--- src/rtl/better_qvalue_writer_pkg.sv ---
// Shared constants, state encoding and address helpers for better_qvalue_writer.
// The optional tolerance compare (BQW_TOLERANCE_EN) lives in bq_compare only.
package better_qvalue_writer_pkg;

  localparam logic [15:0] BQ_LIST_BASE   = 16'h710;
  localparam logic [15:0] BQ_LEN_ADDR    = 16'h720;
  localparam int          BQ_MAX_ENTRIES = 16;
  localparam logic [15:0] TOLERANCE      = 16'd1;

  // Count must hold 0..BQ_MAX_ENTRIES inclusive, hence one extra bit.
  localparam int                 COUNT_W      = $clog2(BQ_MAX_ENTRIES) + 1;
  localparam logic [COUNT_W-1:0] BQ_MAX_COUNT = COUNT_W'(BQ_MAX_ENTRIES);

  typedef enum logic [2:0] {
    ST_IDLE      = 3'd0,
    ST_COLLECT   = 3'd1,
    ST_FLUSH     = 3'd2,
    ST_WRITE_LEN = 3'd3,
    ST_DONE      = 3'd4
  } bq_state_e;

  function automatic logic [15:0] bq_widen_count(input logic [COUNT_W-1:0] cnt);
    return {{(16-COUNT_W){1'b0}}, cnt};
  endfunction

  function automatic logic [15:0] bq_entry_addr(input logic [COUNT_W-1:0] idx);
    return BQ_LIST_BASE + bq_widen_count(idx);
  endfunction

endpackage

--- src/rtl/bq_compare.sv ---
// Candidate qualification compare; BQW_TOLERANCE_EN selects the tolerant form.
// Purely combinational so the writer sees the verdict in the accept cycle.
module bq_compare
  import better_qvalue_writer_pkg::*;
(
  input  logic [15:0] qvalue,
  input  logic [15:0] threshold,
  output logic        qualifies
);

`ifdef BQW_TOLERANCE_EN
  // 17-bit sum so qvalue near 16'hFFFF cannot wrap below the threshold.
  logic [16:0] tolerant_sum;
  assign tolerant_sum = {1'b0, qvalue} + {1'b0, TOLERANCE};
  assign qualifies    = (tolerant_sum >= {1'b0, threshold});
`else
  assign qualifies = (qvalue >= threshold);
`endif

endmodule

--- src/rtl/better_qvalue_writer.sv ---
// Builds a list of qualifying neighbor IDs at 0x710.. and its length at 0x720.
// Optional build macro BQW_TOLERANCE_EN relaxes the compare (see bq_compare).
module better_qvalue_writer
  import better_qvalue_writer_pkg::*;
(
  input  logic        clock,
  input  logic        reset,
  input  logic        start,
  input  logic [15:0] bestvalue,
  input  logic        in_valid,
  output logic        in_ready,
  input  logic [15:0] in_qvalue,
  input  logic [15:0] in_id,
  input  logic        in_last,
  output logic [15:0] address,
  output logic [15:0] data_out,
  output logic        wr_en,
  output logic        done,
  output logic        overflow,
  output logic [7:0]  cstate
);

  bq_state_e          state_reg;
  logic [15:0]        best_reg;
  logic [COUNT_W-1:0] count_reg;
  logic               overflow_reg;
  logic               wr_en_reg;
  logic [15:0]        address_reg;
  logic [15:0]        data_out_reg;
  logic               done_reg;
  logic               qualifies;
  logic               accept;

  bq_compare u_compare (
    .qvalue    (in_qvalue),
    .threshold (best_reg),
    .qualifies (qualifies)
  );

  assign in_ready = (state_reg == ST_COLLECT);
  assign accept   = in_valid && in_ready;

  always_ff @(posedge clock) begin
    if (reset) begin
      state_reg    <= ST_IDLE;
      best_reg     <= '0;
      count_reg    <= '0;
      overflow_reg <= 1'b0;
      wr_en_reg    <= 1'b0;
      address_reg  <= '0;
      data_out_reg <= '0;
      done_reg     <= 1'b0;
    end else begin
      // Strobes are single-cycle unless a state below re-asserts them.
      wr_en_reg <= 1'b0;
      done_reg  <= 1'b0;
      case (state_reg)
        ST_IDLE: begin
          if (start) begin
            best_reg     <= bestvalue;
            count_reg    <= '0;
            overflow_reg <= 1'b0;
            state_reg    <= ST_COLLECT;
          end
        end
        ST_COLLECT: begin
          if (accept) begin
            if (qualifies) begin
              if (count_reg != BQ_MAX_COUNT) begin
                wr_en_reg    <= 1'b1;
                address_reg  <= bq_entry_addr(count_reg);
                data_out_reg <= in_id;
                count_reg    <= count_reg + 1'b1;
              end else begin
                overflow_reg <= 1'b1;
              end
            end
            if (in_last) begin
              state_reg <= ST_FLUSH;
            end
          end
        end
        ST_FLUSH: begin
          // Any final entry write is on the bus now; queue the length word.
          wr_en_reg    <= 1'b1;
          address_reg  <= BQ_LEN_ADDR;
          data_out_reg <= bq_widen_count(count_reg);
          state_reg    <= ST_WRITE_LEN;
        end
        ST_WRITE_LEN: begin
          done_reg  <= 1'b1;
          state_reg <= ST_DONE;
        end
        ST_DONE: begin
          state_reg <= ST_IDLE;
        end
        default: begin
          state_reg <= ST_IDLE;
        end
      endcase
    end
  end

  assign address  = address_reg;
  assign data_out = data_out_reg;
  assign wr_en    = wr_en_reg;
  assign done     = done_reg;
  assign overflow = overflow_reg;
  assign cstate   = {5'b0, state_reg};

endmodule

--- config.mk ---
export PLATFORM = sky130hd
export DESIGN_NAME = better_qvalue_writer
export DESIGN_NICKNAME = d
export VERILOG_FILES = /design/src/rtl/better_qvalue_writer_pkg.sv /design/src/rtl/bq_compare.sv /design/src/rtl/better_qvalue_writer.sv
export SDC_FILE = /design/constraint.sdc
export NUM_CORES = 1
export LEC_CHECK = 0
export BUFFER_PORTS_ARGS = -buffer_cell sky130_fd_sc_hd__buf_2
export CAP_MARGIN = 20
export CELL_PAD_IN_SITES_DETAIL_PLACEMENT = 2
export CELL_PAD_IN_SITES_GLOBAL_PLACEMENT = 2
export CORE_UTILIZATION = 29
export CTS_CLUSTER_DIAMETER = 80
export CTS_CLUSTER_SIZE = 16
export DETAILED_ROUTE_END_ITERATION = 7
export PLACE_DENSITY_LB_ADDON = 0.15
export SLEW_MARGIN = 5
export SYNTH_ARGS = -nofsm -noshare
export SYNTH_HDL_FRONTEND = slang
export SYNTH_SLANG_ARGS = --single-unit
--- constraint.sdc ---
create_clock -name clock -period 4.3 [get_ports clock]
set_input_delay 0.215 -clock clock [delete_from_list [all_inputs] [get_ports clock]]
set_output_delay 0.215 -clock clock [all_outputs]
set_load 0.02 [all_outputs]
==> results.yml <==
run_status:
  outcome: "complete, no violations"
global_route:
  grt_use_total: 0.1691
  grt_pass1_wl_um: 11990
  antenna_found_initial: 0
  grt_max_degree: 47
  grt_pass1_vias: 2444
  overflow: 0
finish:
  stdcell_count: 483
  nets: 449
  diodes: 0
  drive_above_1_share: 0.2619
  syn2layout_area_growth_pct: 20.38
logic_synthesis:
  synth_commonest_cells: "50 x dfxtp_1, 43 x nand2_1, 41 x a21oi_1"
  muxShareOfSynthArea: 0
  ys_seq_area_frac: 0.3956
  synth.area.top_cells: "dfxtp_1 40%, ha_1 8.9%, a21oi_1 8.1%, nand2_1 6.4%, o211ai_1 5.3%"
  synth_largest_area_cell: "dfxtp_1"
  yosysWarnings: 0
  async_flop_share: 0
  synth-main-ff-cell: "dfxtp_1"
  synth_most_common_cell: "dfxtp_1"
  syn_inst: 310
  synth.distinct_cells: 42
  syn_area_per_cell_um2: 8.161
  synth-seq-cells: 50
  yosysTopAreaCellShare: 0.3956
  synth_simple_gate_area_frac: 0.1751
  syn_area_mm2: 0.002530
  synth-xor-area-share: 0
  synth_top_family_by_area: "compound AO/OA/AOI/OAI gates"
  synth_edf_count: 0
  synthAdderAreaFrac: 0.08902
  synth_compound_area_frac: 0.2319
place:
  dp_hpwl_um: 5284
  globalplace.congestion: 0.7058
  dp_cells: 476
  portBuffers: 84
critical_path:
  crit_required_ns: 4.53
  critPathCaptureType: "flip-flop"
  cp.arrival_ns: 3.06
  path_max_fanout: 14
  criticalPathCategory: "reg -> reg"
  start_kind: "flip-flop"
timing:
  worst_pin_slew_ns: 0.9675
  fin_crit_ns: 2.838
  fmax_mhz: 352.4
  rsz0062_at_grt: "false"
  fin_tns_setup_ns: 0
  fin_skew_ns: 0.008595
  setup_viol: 0
  maxSlewHeadroom: 0.3523
  finalCritPeriodShare: 0.6599
  holdWs_ns: 0.1501
  final_max_slew_viol_count: 0
  hold_viol: 0
clocking:
  cts-htree-levels: 2
  clock-sinks: 50
  cts.reportedPaths.clkPinSlew_ns: 0.09
  cts_root_buf: "clkbuf_8"
  cts_buffer_depth: 2
  cts_tree: "yes"
  clock_latency_ns: 0.30
  cts_setup_buffers: 0
  numCtsBuffers: 5
  cts.repair.resized: 0
  hold_buffers: 0
detailed_routing:
  num_vias: 2396
  firstDrtPassIters: 4
  drcViolationCount: 0
  postRouteAntennaNets: 0
  drtIter0Drc: 78
  routed_wl_um: 7285
  drt-vias-per-instance: 4.961
  post_drt_wl_per_cell_um: 15.08
hold_path:
  min_path_type: "in -> reg"
floorplanning:
  rows: 33
  io_pins: 97
  die_h_um: 95.40
  core_mm2: 0.008341
  die_area_mm2: 0.009101
  die_x_um: 95.40
  initial_core_util: 0.3033
flow_run:
  drv_cap: 0
power_and_ir_drop:
  power_density_mw_per_mm2: 318.4
  vdd_drop_max_uv: 101.3
  p_leak_nw: 1.287
[area by class of cell]
class                           instances  area (um2)
Inverter                               19       71.32
Sequential cell                        50        1001
Fill cell                            1010        5295
Multi-Input combinational cell        215        1323
Clock buffer                            7       76.32
Timing Repair Buffer                   87       442.9
Tap cell                              105       131.4
[path summary, 6_finish.rpt]
| check | start | to | slack, ns | depth (start not counted) |
|---|---|---|---|---|
| setup / recovery | best_reg[13]$_SDFFE_PP0P_ | data_out[7]$_SDFFE_PP0P_ | 1.46 | 9 |
| hold / removal | bestvalue[3] | best_reg[3]$_SDFFE_PP0P_ | 0.15 | 3 |
| setup reg to reg | best_reg[13]$_SDFFE_PP0P_ | data_out[7]$_SDFFE_PP0P_ | 1.46 | 9 |
| hold reg to reg | best_reg[5]$_SDFFE_PP0P_ | best_reg[5]$_SDFFE_PP0P_ | 0.46 | 2 |
[metrics by stage]
| stage | setup WS, ns | cell area (um2) | utilization | total power [mW] |
|---|---|---|---|---|
| 6_report | 1.462 | 3045 | 0.3651 | 0.9697 |
| 5_1_grt | 1.238 | 3045 | 0.3651 | 1.033 |
| 4_1_cts | 1.452 | 3045 | 0.3651 | 0.9923 |
| 3_5_place_dp | 1.488 | 2969 | 0.3560 | 0.7228 |
| 3_3_place_gp | 1.585 | 2969 | 0.3560 | 0.7184 |
| 2_1_floorplan | 2.139 | 2571 | - | 0.6528 |
[cell families (layout without fill, tap and decap cells)]
family | Yosys count | count (layout)
buffers and inverters | 56 | 113
and+or+nand+nor | 91 | 91
DFF | 50 | 50
other | 1 | 12
adders and majority gates | 18 | 18
AOI/OAI and AO/OA | 94 | 94
[power breakdown]
group	leakage (nW)	total, mW	internal, mW	switching, mW
sequential	0.407	0.499	0.485	0.0143
combinational	0.841	0.208	0.0729	0.135
clock	0.0383	0.263	0.113	0.150
total	1.29	0.970	0.670	0.300
[worst max-delay path, cell delays in order (launching register included)]
cell       delay (ns)
dfxtp_1          0.34
inv_1            0.05
ha_1             0.28
a21o_1           0.18
a21o_1           0.18
a2111oi_2        0.56
o31a_1           0.56
buf_4            0.30
o211ai_1         0.13
a21oi_1          0.17
[metal layers]
metal  wire (um)  GRT usage
met5           0          0
met4          51    0.03731
met3         299    0.03270
met2        3404     0.2869
met1        3530     0.2211
[placed cells by master (no fill, tap or decap), drive strengths merged, types with 3 or more instances in the layout]
cell | netlist | layout
buf | 20 | 87
dfxtp | 50 | 50
nand2 | 43 | 43
a21oi | 41 | 41
nand3 | 21 | 21
inv | 19 | 19
o211ai | 18 | 18
ha | 18 | 18
conb | 1 | 12
o21ai | 11 | 11
clkbuf | 17 | 7
nor2 | 6 | 6
nor3 | 6 | 6
a31oi | 6 | 6
a21o | 3 | 3
(Power assumes the default switching activity.)
